## src/rtl/dram_access_sched.sv

```systemverilog
// Arbitrates the single DRAM sequencer command port between two requesters and a refresh generator.
// Optional periodic row refresh is compiled in when DRAM_REFRESH_EN is defined.
module dram_access_sched #(
    parameter int unsigned ROW_W      = 4,
    parameter int unsigned REF_PERIOD = 1024,
    parameter int unsigned TIMEOUT    = 255
) (
    input  logic             clk,
    input  logic             rst,
    input  logic             req0_valid,
    input  logic [1:0]       req0_model,
    input  logic [ROW_W-1:0] req0_row,
    input  logic [16:1]      req0_data,
    output logic             req0_grant,
    output logic             req0_done,
    output logic             req0_err,
    input  logic             req1_valid,
    input  logic [1:0]       req1_model,
    input  logic [ROW_W-1:0] req1_row,
    input  logic [16:1]      req1_data,
    output logic             req1_grant,
    output logic             req1_done,
    output logic             req1_err,
    output logic [16:1]      rd_data,
    output logic             IO_EN,
    output logic [1:0]       IO_MODEL,
    output logic [16:1]      DRAM16_data,
    output logic [ROW_W-1:0] ROW_AD,
    input  logic             WT_DONE,
    input  logic             RD_DONE,
    input  logic [16:1]      RD_DATA,
    output logic             busy,
    output logic             ref_miss,
    output logic             timeout_err
);

    typedef enum logic [1:0] {IDLE, ISSUE, WAIT, DONE} state_t;
    typedef enum logic [1:0] {OWN_REQ0, OWN_REQ1, OWN_REF} owner_t;

    localparam logic [1:0] MODEL_WR  = 2'b01;
    localparam logic [1:0] MODEL_RD  = 2'b10;
    localparam logic [1:0] MODEL_REF = 2'b11;

    localparam int unsigned   CW        = $clog2(TIMEOUT + 1);
    localparam logic [CW-1:0] WAIT_LAST = CW'(TIMEOUT - 1);

    if (REF_PERIOD < 2 || TIMEOUT < 1) begin : g_param_check
        $error("dram_access_sched: REF_PERIOD must be >= 2 and TIMEOUT >= 1");
    end

    state_t           state, state_nxt;
    owner_t           owner;
    logic [1:0]       lat_model;
    logic [ROW_W-1:0] lat_row;
    logic [16:1]      lat_data;
    logic             err;
    logic             rr_ptr;
    logic [CW-1:0]    wait_cnt;

    logic             ref_pending;
    logic [ROW_W-1:0] ref_row;

    logic             pick1, take_ref, take0, take1;
    logic [1:0]       sel_model;
    logic [ROW_W-1:0] sel_row;
    logic [16:1]      sel_data;
    logic             sel_legal;
    logic             complete, timeout_hit;

    // Round-robin only breaks ties; a lone requester is always served.
    assign pick1     = req1_valid && (!req0_valid || rr_ptr);
    assign take_ref  = !rst && (state == IDLE) && ref_pending;
    assign take0     = !rst && (state == IDLE) && !ref_pending && req0_valid && !pick1;
    assign take1     = !rst && (state == IDLE) && !ref_pending && pick1;
    assign sel_model = take1 ? req1_model : req0_model;
    assign sel_row   = take1 ? req1_row   : req0_row;
    assign sel_data  = take1 ? req1_data  : req0_data;
    assign sel_legal = (sel_model == MODEL_WR) || (sel_model == MODEL_RD);

    always_comb begin
        state_nxt   = state;
        complete    = 1'b0;
        timeout_hit = 1'b0;
        case (state)
            IDLE: begin
                if (take_ref || ((take0 || take1) && sel_legal))
                    state_nxt = ISSUE;
                else if (take0 || take1)
                    state_nxt = DONE;
            end
            ISSUE: state_nxt = WAIT;
            WAIT: begin
                complete    = (lat_model == MODEL_WR) ? WT_DONE : RD_DONE;
                timeout_hit = !complete && (wait_cnt == WAIT_LAST);
                if (complete || timeout_hit)
                    state_nxt = DONE;
            end
            DONE:    state_nxt = IDLE;
            default: state_nxt = IDLE;
        endcase
    end

    always_ff @(posedge clk) begin
        if (rst) begin
            state       <= IDLE;
            owner       <= OWN_REQ0;
            lat_model   <= '0;
            lat_row     <= '0;
            lat_data    <= '0;
            err         <= 1'b0;
            rr_ptr      <= 1'b0;
            wait_cnt    <= '0;
            rd_data     <= '0;
            timeout_err <= 1'b0;
        end else begin
            state <= state_nxt;
            case (state)
                IDLE: begin
                    wait_cnt <= '0;
                    if (take_ref) begin
                        owner     <= OWN_REF;
                        lat_model <= MODEL_REF;
                        lat_row   <= ref_row;
                        lat_data  <= '0;
                        err       <= 1'b0;
                    end else if (take0 || take1) begin
                        // Illegal commands keep the port fields at zero so nothing leaks out.
                        owner     <= take1 ? OWN_REQ1 : OWN_REQ0;
                        lat_model <= sel_legal ? sel_model : '0;
                        lat_row   <= sel_legal ? sel_row : '0;
                        lat_data  <= sel_legal ? sel_data : '0;
                        err       <= !sel_legal;
                    end
                end
                WAIT: begin
                    wait_cnt <= wait_cnt + 1'b1;
                    if (complete && (lat_model == MODEL_RD))
                        rd_data <= RD_DATA;
                    if (timeout_hit) begin
                        err         <= 1'b1;
                        timeout_err <= 1'b1;
                    end
                end
                DONE: begin
                    if (owner == OWN_REQ0)
                        rr_ptr <= 1'b1;
                    else if (owner == OWN_REQ1)
                        rr_ptr <= 1'b0;
                end
                default: ;
            endcase
        end
    end

`ifdef DRAM_REFRESH_EN
    localparam int unsigned   TW       = $clog2(REF_PERIOD);
    localparam logic [TW-1:0] TMR_LAST = TW'(REF_PERIOD - 1);

    logic [TW-1:0] ref_tmr;
    logic          ref_wrap, ref_clr;

    assign ref_wrap = (ref_tmr == TMR_LAST);
    assign ref_clr  = (state == DONE) && (owner == OWN_REF);

    always_ff @(posedge clk) begin
        if (rst) begin
            ref_tmr     <= '0;
            ref_pending <= 1'b0;
            ref_row     <= '0;
            ref_miss    <= 1'b0;
        end else begin
            ref_tmr <= ref_wrap ? '0 : ref_tmr + 1'b1;
            // A new period beats the clear of the refresh finishing in the same cycle.
            if (ref_wrap) begin
                ref_pending <= 1'b1;
                if (ref_pending)
                    ref_miss <= 1'b1;
            end else if (ref_clr) begin
                ref_pending <= 1'b0;
            end
            if (ref_clr && !err)
                ref_row <= ref_row + 1'b1;
        end
    end
`else
    assign ref_pending = 1'b0;
    assign ref_row     = '0;
    assign ref_miss    = 1'b0;
`endif

    assign req0_grant  = take0;
    assign req1_grant  = take1;
    assign req0_done   = !rst && (state == DONE) && (owner == OWN_REQ0);
    assign req1_done   = !rst && (state == DONE) && (owner == OWN_REQ1);
    assign req0_err    = req0_done && err;
    assign req1_err    = req1_done && err;
    assign IO_EN       = !rst && (state == ISSUE);
    assign IO_MODEL    = (state == IDLE) ? '0 : lat_model;
    assign ROW_AD      = (state == IDLE) ? '0 : lat_row;
    assign DRAM16_data = (state == IDLE) ? '0 : lat_data;
    assign busy        = (state != IDLE);

endmodule

```

## config.mk

```make
export PLATFORM = sky130hd
export DESIGN_NAME = dram_access_sched
export DESIGN_NICKNAME = d
export VERILOG_FILES = /design/src/rtl/dram_access_sched.sv
export SDC_FILE = /design/constraint.sdc
export NUM_CORES = 1
export LEC_CHECK = 0
export CAP_MARGIN = 20
export CORE_ASPECT_RATIO = 0.75
export CORE_MARGIN = 2
export CORE_UTILIZATION = 30
export CTS_CLUSTER_SIZE = 20
export DETAILED_ROUTE_END_ITERATION = 7
export MAX_ROUTING_LAYER = met4
export REMOVE_ABC_BUFFERS = 1
export SLEW_MARGIN = 20
export SYNTH_ARGS = -nofsm -noshare
export SYNTH_HDL_FRONTEND = slang
export SYNTH_SLANG_ARGS = --single-unit
```

## constraint.sdc

```tcl
create_clock -name clk -period 8.2 [get_ports clk]
set_clock_uncertainty 0.15 [all_clocks]
set_input_delay 2.05 -clock clk [delete_from_list [all_inputs] [get_ports clk]]
set_output_delay 2.05 -clock clk [all_outputs]
set_load 0.05 [all_outputs]
```

==> run_results.csv <==
group,metric,value,unit
clocking,ctsResizeCount,0,
power,peakVddDrop,0.100,mV
power,p_sw,324,uW
clocking,cts_tree,"built",
power,p_int,565,uW
detailed_routing,detail_route.first_pass.iterations,4,
die,rows,29,
cells_and_area,drive_above_1_share,5.15,%
timing,tightestPinTransition,0.679,ns
die,initial_core_util,30.6,%
place,io_buffers,112,
synth,post-synth-top-area-fraction,40.6,%
detailed_routing,drt.antenna.violating_nets,0,
clocking,post_cts_buffers,0,
clocking,cts_htree_levels,2,
setup_path,critical_path_class,"in -> out",
job,timing.max_cap.violations,0,
setup_path,startpoint_type,"primary input",
grt,track_usage,14.2,%
power,p_seq_share,34.2,%
place,dpl_worst_slack,1.80,ns
synth,synthesis.area,0.00256,mm2
setup_path,r2r_cells,11,
timing,min_period,6.37,ns
grt,grt_pass1_wl,10700,um
detailed_routing,route.detailed.drc,0,
grt,first_global_vias,2191,
clocking,cts.sinks,52,
timing,period_share,77.6,%
clocking,clockRootBuffer,"clkbuf_16",
place,placedCellCount,508,
power,combPwrFrac,39.0,%
min_path,hold_class,"reg -> reg",
clocking,clkLatencyLatePin,0.29,ns
timing,fmax,157,MHz
setup_path,required,6.00,ns
grt,grt_max_degree,25,
setup_path,rrSetupSlack,4.49,ns
place,gp_congestion,0.698,
power,pwr-share-clk,26.8,%
setup_path,arrival,4.17,ns
detailed_routing,dr_total_vias,2340,
power,p_leak,0.00141,uW
die,fp.dieH,84.1,um
setup_path,crit_fanout,15,
clocking,cts_buffers,5,
clocking,clock_path_buffers,2,
cells_and_area,postLayoutCoreUtil,46.5,%
timing,fin_setup_tns,0,ns
synth,synth-edff-count,0,
power,p_per_area,228,mW/mm2
synth,synth_most_common_cell,"nand2_1",
synth,yosysTopAreaCell,"dfxtp_1",
synth,synthTopCellsByArea,"dfxtp_1 41%, mux2i_1 9.4%, nand2_1 8.2%, nor2b_1 6.6%, a21oi_1 5.3%",
detailed_routing,routedWlPerCell,12.3,um
cells_and_area,antenna_cells,0,
synth,ys_async_sr_fraction,0,%
setup_path,timing.rr.start,"state[0]",
synth,synth_flop_cell,"dfxtp_1",
clocking,postCtsHoldBufs,0,
die,die_w,111,um
power,swShare,36.4,%
synth,syn-instance-count,302,
synth,synth_seq_cells,52,
timing,hold_viol_final,0,
die,die-area,0.00931,mm2
timing,max_slew_margin,54.5,%
grt,grt_overflow,0,
cells_and_area,num-nets-final,482,
cells_and_area,syn_to_final_growth,52.0,%
status,status,"finished clean",
timing,drv_slew,0,
detailed_routing,drt_iter0_markers,68,
setup_path,critPathLaunch,"rst",
detailed_routing,finalWirelength,6330,um
setup_path,critPathCaptureType,"output port",
die,boundaryPins,114,
clocking,path_clk_slew,0.07,ns
synth,ys_types,39,
grt,antenna_found_initial,0,
place,hpwl,4820,um
timing,fin_ws,1.83,ns
timing,setup_violations,0,
cells_and_area,stdcell_count,516,
synth,yosysWarnings,0,
die,core_area,0.00838,mm2
detailed_routing,vias_per_cell,4.53,
synth,seq_area_frac_synth,40.6,%
synth,syn_avg_cell_area,8.49,um2
timing,rsz0062_at_grt,"no",
min_path,hold_depth,2,
min_path,hp-start,"lat_data[14]",
synth,ys_top_cells_by_count,"56 x nand2_1, 52 x dfxtp_1, 27 x a21oi_1, 27 x nor2b_1, 24 x mux2i_1",
timing,whs,0.292,ns
==> layout make-up <==
type	instances	area (um2)
Multi-Input combinational cell	220	1360
Clock buffer	6	129
Inverter	11	41.3
Timing Repair Buffer	117	1160
Clock inverter	2	38.8
Sequential cell	52	1040
Fill cell	833	4480
Tap cell	108	135
==> worst paths after layout <==
path | end
worst min-delay path | lat_data[14]
worst max-delay path | req0_grant
worst max register to register | state[1]
worst min register to register | lat_data[14]
==> cell families after synthesis <==
kind of cell,count (synthesis),synth area share (%)
AO/OA/AOI/OAI,59,12.8
flip-flops,52,40.6
multiplexers,27,11.0
AND/OR/NAND/NOR,124,24.5
adder cells (fa/ha/maj),9,4.39
other,1,0.146
buffers and inverters,30,6.49
==> routing by layer <==
layer  track usage, %  up-vias  part of all wire, %
li1                 -     1212                    -
met1             19.4     1057                   50
met2             21.4       64                   44
met3             3.27        7                  5.7
met4             3.75        0                 0.87
met5                -        -                    0
==> worst max-delay path: stages <==
cell	delay, ns
clkdlybuf4s50_1	0.62
buf_4	0.30
and2b_1	0.21
nand2_1	0.05
a21oi_1	0.11
clkdlybuf4s50_1	0.82
==> power by group through the flow <==
stage	Clock [uW]	Sequential, uW	Combinational, uW
finish	238	304	346
global route	259	309	382
detailed placement	0	311	353
floorplan	0	308	226
CTS	244	305	354
global placement	0	309	351
==> cell usage in the layout (no fill, tap or decap), drive strengths merged, types with 2 or more instances in the layout <==
cell type        n
clkdlybuf4s50  111
o211ai           3
nor2b           27
nand2           56
mux2             3
o21a             2
or3              2
nor3b            2
and2             2
nor2            14
a211oi           2
nand2b           6
inv             12
nand3            4
a21oi           27
ha               9
clkbuf           6
buf              6
nand4            2
mux2i           24
dfxtp           52
o21ai           23
and3             2
==> sequential cells by signal, indices dropped and copies added, names as in the netlist <==
| name | flops |
|---|---|
| owner | 1 |
| timeout_err | 1 |
| err | 1 |
| lat_data | 16 |
| lat_model | 2 |
| rd_data | 16 |
| rr_ptr | 1 |
| wait_cnt | 8 |
| lat_row | 4 |
| state | 2 |
==> metrics by stage <==
step,cell area [um2],power [uW]
global placement,3730,660
detailed placement,3730,664
floorplan,2440,533
finish,3900,889
global route,3900,950
CTS,3900,902
No activity file was read; power rests on OpenSTA's default activity.
